### src/rtl/cu_pkg.sv
// ---------------------------------------------------------------------------
// cu_pkg
// Shared definitions for the accumulator-machine control unit and its
// datapath: state encodings, opcode map, A-input select codes and the
// packed control word produced by the output decoder.
// ---------------------------------------------------------------------------
package cu_pkg;

    localparam int OP_W    = 3;
    localparam int ASEL_W  = 2;
    localparam int STATE_W = 4;

    // Execute states sit at 8 + opcode so DECODE can jump with {1'b1, op}.
    typedef enum logic [STATE_W-1:0] {
        ST_START  = 4'd0,
        ST_FETCH  = 4'd1,
        ST_DECODE = 4'd2,
        ST_LOAD   = 4'd8,
        ST_STORE  = 4'd9,
        ST_ADD    = 4'd10,
        ST_SUB    = 4'd11,
        ST_INPUT  = 4'd12,
        ST_JZ     = 4'd13,
        ST_JPOS   = 4'd14,
        ST_HALT   = 4'd15
    } state_t;

    localparam logic [OP_W-1:0] OP_LOAD  = 3'b000;
    localparam logic [OP_W-1:0] OP_STORE = 3'b001;
    localparam logic [OP_W-1:0] OP_ADD   = 3'b010;
    localparam logic [OP_W-1:0] OP_SUB   = 3'b011;
    localparam logic [OP_W-1:0] OP_INPUT = 3'b100;
    localparam logic [OP_W-1:0] OP_JZ    = 3'b101;
    localparam logic [OP_W-1:0] OP_JPOS  = 3'b110;
    localparam logic [OP_W-1:0] OP_HALT  = 3'b111;

    localparam logic [ASEL_W-1:0] ASEL_ALU = 2'b00;
    localparam logic [ASEL_W-1:0] ASEL_IN  = 2'b01;
    localparam logic [ASEL_W-1:0] ASEL_MEM = 2'b10;

    typedef struct packed {
        logic              irload;
        logic              jmpmux;
        logic              pcload;
        logic              meminst;
        logic              memwr;
        logic              aload;
        logic              sub;
        logic [ASEL_W-1:0] asel;
        logic              halt;
    } ctrl_t;

    // Execute state reached from DECODE for a given opcode.
    function automatic state_t exec_state(input logic [OP_W-1:0] op);
        return state_t'({1'b1, op});
    endfunction

endpackage

### src/rtl/cu_output_decode.sv
// ---------------------------------------------------------------------------
// cu_output_decode
// Combinational state -> control-word decoder for the control unit.
// Every strobe defaults to 0; each state raises only what it needs.
// Ports:
//   i_state  current registered state
//   i_aeq0   accumulator == 0 (qualifies PCload in JZ)
//   i_apos   accumulator > 0  (qualifies PCload in JPOS)
//   i_in_go  INPUT may load the accumulator this cycle
//   o_ctrl   packed control word
// ---------------------------------------------------------------------------
module cu_output_decode
    import cu_pkg::*;
(
    input  state_t i_state,
    input  logic   i_aeq0,
    input  logic   i_apos,
    input  logic   i_in_go,
    output ctrl_t  o_ctrl
);

    always_comb begin
        o_ctrl = '0;
        case (i_state)
            ST_FETCH: begin
                o_ctrl.irload = 1'b1;
                o_ctrl.pcload = 1'b1;
            end
            ST_DECODE: begin
                o_ctrl.meminst = 1'b1;
            end
            ST_LOAD: begin
                o_ctrl.meminst = 1'b1;
                o_ctrl.asel    = ASEL_MEM;
                o_ctrl.aload   = 1'b1;
            end
            ST_STORE: begin
                o_ctrl.meminst = 1'b1;
                o_ctrl.memwr   = 1'b1;
            end
            ST_ADD: begin
                o_ctrl.meminst = 1'b1;
                o_ctrl.asel    = ASEL_ALU;
                o_ctrl.aload   = 1'b1;
            end
            ST_SUB: begin
                o_ctrl.meminst = 1'b1;
                o_ctrl.asel    = ASEL_ALU;
                o_ctrl.sub     = 1'b1;
                o_ctrl.aload   = 1'b1;
            end
            ST_INPUT: begin
                o_ctrl.asel  = ASEL_IN;
                o_ctrl.aload = i_in_go;
            end
            ST_JZ: begin
                o_ctrl.jmpmux = 1'b1;
                o_ctrl.pcload = i_aeq0;
            end
            ST_JPOS: begin
                o_ctrl.jmpmux = 1'b1;
                o_ctrl.pcload = i_apos;
            end
            ST_HALT: begin
                o_ctrl.halt = 1'b1;
            end
            default: begin
            end
        endcase
    end

endmodule

### src/rtl/control_unit.sv
// ---------------------------------------------------------------------------
// control_unit
// Moore FSM sequencing the 8-bit accumulator datapath:
// FETCH -> DECODE -> execute, 3 cycles per instruction; HALT until reset.
// Optional macro CU_INPUT_WAIT_EN: INPUT waits for the enter strobe and
// then loads the accumulator exactly once before returning to FETCH.
// Ports:
//   clock, reset      clock; synchronous active-high reset (-> START)
//   IR75              opcode, sampled only in DECODE
//   Aeq0, Apos        accumulator status flags
//   enter             operator strobe (used only with CU_INPUT_WAIT_EN)
//   IRload..Asel      datapath control strobes
//   halt              high in HALT
//   state             current state code for debug display
// ---------------------------------------------------------------------------
module control_unit
    import cu_pkg::*;
#(
    parameter int OP_W    = 3,
    parameter int ASEL_W  = 2,
    parameter int STATE_W = 4
) (
    input  logic               clock,
    input  logic               reset,
    input  logic [OP_W-1:0]    IR75,
    input  logic               Aeq0,
    input  logic               Apos,
    input  logic               enter,
    output logic               IRload,
    output logic               JMPmux,
    output logic               PCload,
    output logic               Meminst,
    output logic               MemWr,
    output logic               Aload,
    output logic               Sub,
    output logic [ASEL_W-1:0]  Asel,
    output logic               halt,
    output logic [STATE_W-1:0] state
);

    state_t r_state;
    logic   w_in_go;
    ctrl_t  w_ctrl;

`ifdef CU_INPUT_WAIT_EN
    // Set once enter is seen in INPUT; the following INPUT cycle loads A.
    logic r_in_go;
    assign w_in_go = r_in_go;

    always_ff @(posedge clock) begin
        if (reset) begin
            r_state <= ST_START;
            r_in_go <= 1'b0;
        end else begin
            case (r_state)
                ST_START:  r_state <= ST_FETCH;
                ST_FETCH:  r_state <= ST_DECODE;
                ST_DECODE: r_state <= exec_state(IR75);
                ST_LOAD, ST_STORE, ST_ADD, ST_SUB, ST_JZ, ST_JPOS:
                           r_state <= ST_FETCH;
                ST_INPUT: begin
                    if (r_in_go) begin
                        r_in_go <= 1'b0;
                        r_state <= ST_FETCH;
                    end else if (enter) begin
                        r_in_go <= 1'b1;
                    end
                end
                ST_HALT:   r_state <= ST_HALT;
                default:   r_state <= ST_START;
            endcase
        end
    end
`else
    // enter is deliberately ignored in this build.
    logic w_unused_enter;
    assign w_unused_enter = enter;
    assign w_in_go        = 1'b1;

    always_ff @(posedge clock) begin
        if (reset) begin
            r_state <= ST_START;
        end else begin
            case (r_state)
                ST_START:  r_state <= ST_FETCH;
                ST_FETCH:  r_state <= ST_DECODE;
                ST_DECODE: r_state <= exec_state(IR75);
                ST_LOAD, ST_STORE, ST_ADD, ST_SUB, ST_INPUT, ST_JZ, ST_JPOS:
                           r_state <= ST_FETCH;
                ST_HALT:   r_state <= ST_HALT;
                default:   r_state <= ST_START;
            endcase
        end
    end
`endif

    cu_output_decode u_decode (
        .i_state (r_state),
        .i_aeq0  (Aeq0),
        .i_apos  (Apos),
        .i_in_go (w_in_go),
        .o_ctrl  (w_ctrl)
    );

    assign IRload  = w_ctrl.irload;
    assign JMPmux  = w_ctrl.jmpmux;
    assign PCload  = w_ctrl.pcload;
    assign Meminst = w_ctrl.meminst;
    assign MemWr   = w_ctrl.memwr;
    assign Aload   = w_ctrl.aload;
    assign Sub     = w_ctrl.sub;
    assign Asel    = w_ctrl.asel;
    assign halt    = w_ctrl.halt;
    assign state   = r_state;

endmodule

### config.mk
export PLATFORM = sky130hd
export DESIGN_NAME = control_unit
export DESIGN_NICKNAME = d
export VERILOG_FILES = /design/src/rtl/cu_pkg.sv /design/src/rtl/cu_output_decode.sv /design/src/rtl/control_unit.sv
export SDC_FILE = /design/constraint.sdc
export NUM_CORES = 1
export LEC_CHECK = 0
export BUFFER_PORTS_ARGS = -buffer_cell sky130_fd_sc_hd__buf_2
export CAP_MARGIN = 20
export CORE_AREA = 2 2 39 41
export CTS_BUF_LIST = sky130_fd_sc_hd__clkbuf_8
export CTS_CLUSTER_SIZE = 14
export DETAILED_ROUTE_END_ITERATION = 10
export DIE_AREA = 0 0 41 43
export PLACE_DENSITY = 0.53
export SYNTH_ARGS = -nofsm -noshare
export SYNTH_HDL_FRONTEND = slang
export SYNTH_SLANG_ARGS = --single-unit
### constraint.sdc
create_clock -name clock -period 2.7 [get_ports clock]
set_clock_uncertainty 0.1 [all_clocks]
set_input_delay 0.135 -clock clock [delete_from_list [all_inputs] [get_ports clock]]
set_output_delay 0.135 -clock clock [all_outputs]
set_load 0.1 [all_outputs]
# Word-level counts from Yosys, hierarchy flattened
# Cells that the tools add are included.
[totals]
register_bits = 4
input_bits = 8
output_inout_bits = 14
[classes]
n_eq_ne = 10
n_mux = 10
reduce_logical = 5
[ops]
columns = ["cell", "count"]
rows = [
  ["equality test 4 bit (second input constant)", 8],
  ["case mux 4 bit (4 select lines)", 1],
  ["OR reduction 8 bit", 1],
  ["two-way mux 1 bit", 7],
  ["OR reduction 5 bit", 1],
  ["equality test 4 x 1 -> 1 bit (second input constant)", 1],
  ["equality test 4 x 2 -> 1 bit (second input constant)", 1],
  ["zero test 4 bit", 1],
  ["case mux 2 bit (2 select lines)", 1],
  ["OR reduction 4 bit", 1],
  ["case mux 1 bit (3 select lines)", 1],
  ["OR reduction 2 bit", 1],
]

# Depth between registers and ports, before layout
[depth]
word_depth = 3
ltp_mapped = 4
mapped_depth_nobuf = 3

# By module
# A second synthesis with hierarchy kept.
[unflattened]
cells_unflattened = 42
area_unflattened_um2 = 289.0
[modules_own_cells]
columns = ["module", "instances", "cells_each", "area_each_um2"]
rows = [
  ["control_unit", 1, 20, 168.9],
  ["cu_output_decode", 1, 22, 120.1],
]

# Least setup slack after synthesis
# OpenSTA, ideal clock, no wires.
[synth_path]
path_type = "reg2out"
start = "register r_state[3] (netlist: state[3])"
end = "output Asel[1]"
t_arrival_ps = 3457
path_slack_ps = -992
path_stages_with_launch = 4
cell_sequence = "dfxtp_1 buf_6 or2b_1 nor3_1"
[synth_between]
elab_chain_cells = 2
[synth_rtl]
columns = ["element", "line_no", "source"]
rows = [
  ["from (decl)", "control_unit.sv:41", "state_t r_state;"],
  ["from (signal assigned)", "control_unit.sv:87", "ST_DECODE: r_state <= exec_state(IR75);"],
  ["equality test 4 bit", "cu_output_decode.sv:24", "case (i_state)"],
  ["case mux 2 bit (2 select lines) *", "cu_output_decode.sv:24", ""],
  ["to (decl)", "control_unit.sv:36", "output logic [ASEL_W-1:0] Asel,"],
]
# Every way passes the cells marked *; elsewhere a longest branch is shown, timed or not.

# Final worst setup path
[layout_path]
start = "register r_state[0] (netlist: state[0])"
end = "output PCload"
[layout_between]
elab_chain_cells = 2
[layout_rtl]
columns = ["element", "line_no", "source"]
rows = [
  ["equality test 4 bit or equality test 4 x 1 -> 1 bit (tied branches)", "cu_output_decode.sv:24", ""],
  ["case mux 1 bit (3 select lines) *", "cu_output_decode.sv:24", ""],
  ["to (decl)", "control_unit.sv:31", "output logic PCload,"],
]
# Marked as above.

==> impl_metrics.csv <==
group,metric,value,unit
status,status,"finished clean",
layout,num_antenna_cells,0,
clock_network,postCtsHoldBufs,0,
worst_setup_path,cp.arrival,1.62,ns
worst_setup_path,end_kind,"output port",
power_and_ir_drop,cellPowerDensity,730,mW/mm^2
min_path,min_path_cells,2,
layout,drive_gt1_share,58.1,%
clock_network,clock_latency,0.21,ns
global_routing,grt_antenna_before_repair,0,
detailed_routing,highest_layer,"met4",
sta,final_hold_viol_count,0,
worst_setup_path,cp_top_family,"flip-flops",
global_routing,grt_pass1_vias,273,
synth,yosys-top-cells-area,"dfxtp_1, buf_6, nor2_1",
synth,synth.distinct_cells,22,
sta,worst_pin_slew,0.485,ns
floorplanning,ioPinCount,22,
min_path,min-delay-start,"reset",
worst_setup_path,worst-setup-path-type,"flop to output port",
synth,syn_area_per_cell,7.39,um^2
placed_design,hpwl,573,um
global_routing,track_usage,10.1,%
placed_design,gp_congestion,0.640,
sta,setup_tns,0,ns
floorplanning,die_w,41,um
synth,syn_area,318,um^2
min_path,min_to,"state[1]$_SDFF_PP0_",
floorplanning,initial_core_util,23.0,%
floorplanning,row_count,14,
sta,finalCriticalPeriod,1.85,ns
synth,synth-seq-cells,4,
clock_network,cts.clk_slew.worst_paths,0.03,ns
placed_design,io_buffers,20,
worst_setup_path,path_cells,"and2b_2 > a2bb2oi_1 > o21ai_2 > buf_2",
clock_network,cts_setup_buffers,0,
synth,yosysTopAreaCell,"dfxtp_1",
detailed_routing,drt-pass1-iter-count,3,
power_and_ir_drop,peakVddDrop,150,uV
detailed_routing,drt-vias-per-instance,4.37,
synth,synth_seq_area_share,25.2,%
clock_network,clock-root-buffer,"clkbuf_8",
worst_setup_path,reg2reg_to,"state[1]$_SDFF_PP0_",
sta,slew_headroom,67.9,%
worst_setup_path,critPathSlowestCell,"dfxtp_1",
detailed_routing,wl_per_cell,9.51,um
layout,syn2layout_area_growth,46.9,%
synth,synth-warning-count,0,
min_path,hp-class,"input port to flop",
worst_setup_path,cp-start-kind,"flop",
worst_setup_path,rr_worst_depth,3,
worst_setup_path,reg2reg_slack,1.46,ns
synth,synth_ff_type,"dfxtp_1",
global_routing,grt_pass1_wl,1120,um
detailed_routing,vias,341,
power_and_ir_drop,p_leak,0.241,nW
detailed_routing,drt-met1-wl,312,um
detailed_routing,met3WireLength,69,um
worst_setup_path,worstPathRequired,2.47,ns
sta,report.final.slew_viol_count,0,
clock_network,cts_tree,"yes",
power_and_ir_drop,p_total,0.341,mW
global_routing,grt_overflow,0,
clock_network,cts.sinks,4,
detailed_routing,post-route-drc-count,0,
synth,syn_nets,51,
synth,synthCells,43,
floorplanning,fp.dieH,43,um
layout,nets,72,
floorplanning,die_area,0.00176,mm^2
synth,synth-edff-count,0,
detailed_routing,antenna_left,0,
sta,rsz0062_at_grt,"false",
synth,synthArstFlopShare,0,%
synth,synth.top_cell.area_share,25.2,%
layout,largest_register_ffs,4,
sta,max_freq,0.540,GHz
sta,period_share,68.6,%
clock_network,cts_buffers,3,
clock_network,cts.repair.resized,0,
global_routing,grt_max_degree,12,
detailed_routing,drt-total-wl,742,um
sta,setup-violations-final,0,
worst_setup_path,max_stage_delay,0.56,ns
job,cap_violations,0,
layout,final_util,33.7,%
worst_setup_path,path_buf_inv,1,
clock_network,h-tree-depth,1,
detailed_routing,drtIter0Drc,2,
clock_network,cts.path.max_buffers,2,
worst_setup_path,r2r-start,"state[0]$_SDFF_PP0_",
worst_setup_path,cp_max_fo,11,
floorplanning,core_area,0.00138,mm^2
detailed_routing,wl_met2,349,um
## metal layers
layer  track usage, %  vias up
met5                0        -
met4             12.0        0
met3             3.66        2
met2             12.2       12
met1             11.8      145
li1                 -      182
## synth_stat cells (all sizes together) (2+ instances only)
cell / n
nor2: 7
a21oi: 4
buf: 4
dfxtp: 4
inv: 4
nand2b: 4
nand2: 3
nand3: 2
nor3: 2
## cells in the final DEF (no fill, tap or decap), types with 2 or more instances in the layout
cell	count
nor2_1	3
nor2_2	4
dfxtp_1	4
a21oi_2	2
nand2_1	3
a21oi_1	2
nor3_2	2
clkbuf_8	3
nand2b_1	3
buf_2	20
inv_1	4
nand3_1	2
## worst max path at each step
stage                        start       to  slack [ns]  cells after the start
6_report       state[0]$_SDFF_PP0_   PCload        0.85                      4
5_1_grt        state[0]$_SDFF_PP0_   PCload        0.76                      4
4_1_cts        state[0]$_SDFF_PP0_   PCload        0.83                      4
3_5_place_dp   state[0]$_SDFF_PP0_   PCload        1.06                      4
3_3_place_gp   state[0]$_SDFF_PP0_   PCload        1.07                      4
2_1_floorplan  state[3]$_SDFF_PP0_  Asel[1]       -0.16                      3
## area by class of cell
| cell class | count | area [um^2] |
|---|---|---|
| fill | 163 | 917 |
| multi-input combinational | 31 | 210 |
| timing repair buffer | 20 | 100 |
| sequential | 4 | 80.1 |
| clock buffer | 3 | 41.3 |
| tap | 16 | 20.0 |
| inverter | 4 | 15.0 |
## kinds of logic after synthesis
logic type      after synthesis  synth area share (%)
buf+inv                       8                  16.5
simple gates                 24                  44.5
compound gates                7                  13.8
flops                         4                  25.2
## report_power, final
group / internal [mW] / switching (mW)
clock: 0.0947 / 0.0271
sequential: 0.0642 / 0.0134
combinational: 0.0294 / 0.112
total: 0.188 / 0.152
## per-stage QoR
step                worst slack [ns]  instances  hold slack (ns)  instance area, um^2
finish                         0.847         78           0.0179                  467
global route                   0.758         78          0.00875                  467
CTS                            0.829         78          0.00349                  467
detailed placement              1.06         75            0.230                  425
global placement                1.07         75            0.229                  425
floorplan                     -0.159         43            0.104                  343
Note: power is estimated with default switching activity, not from simulation.
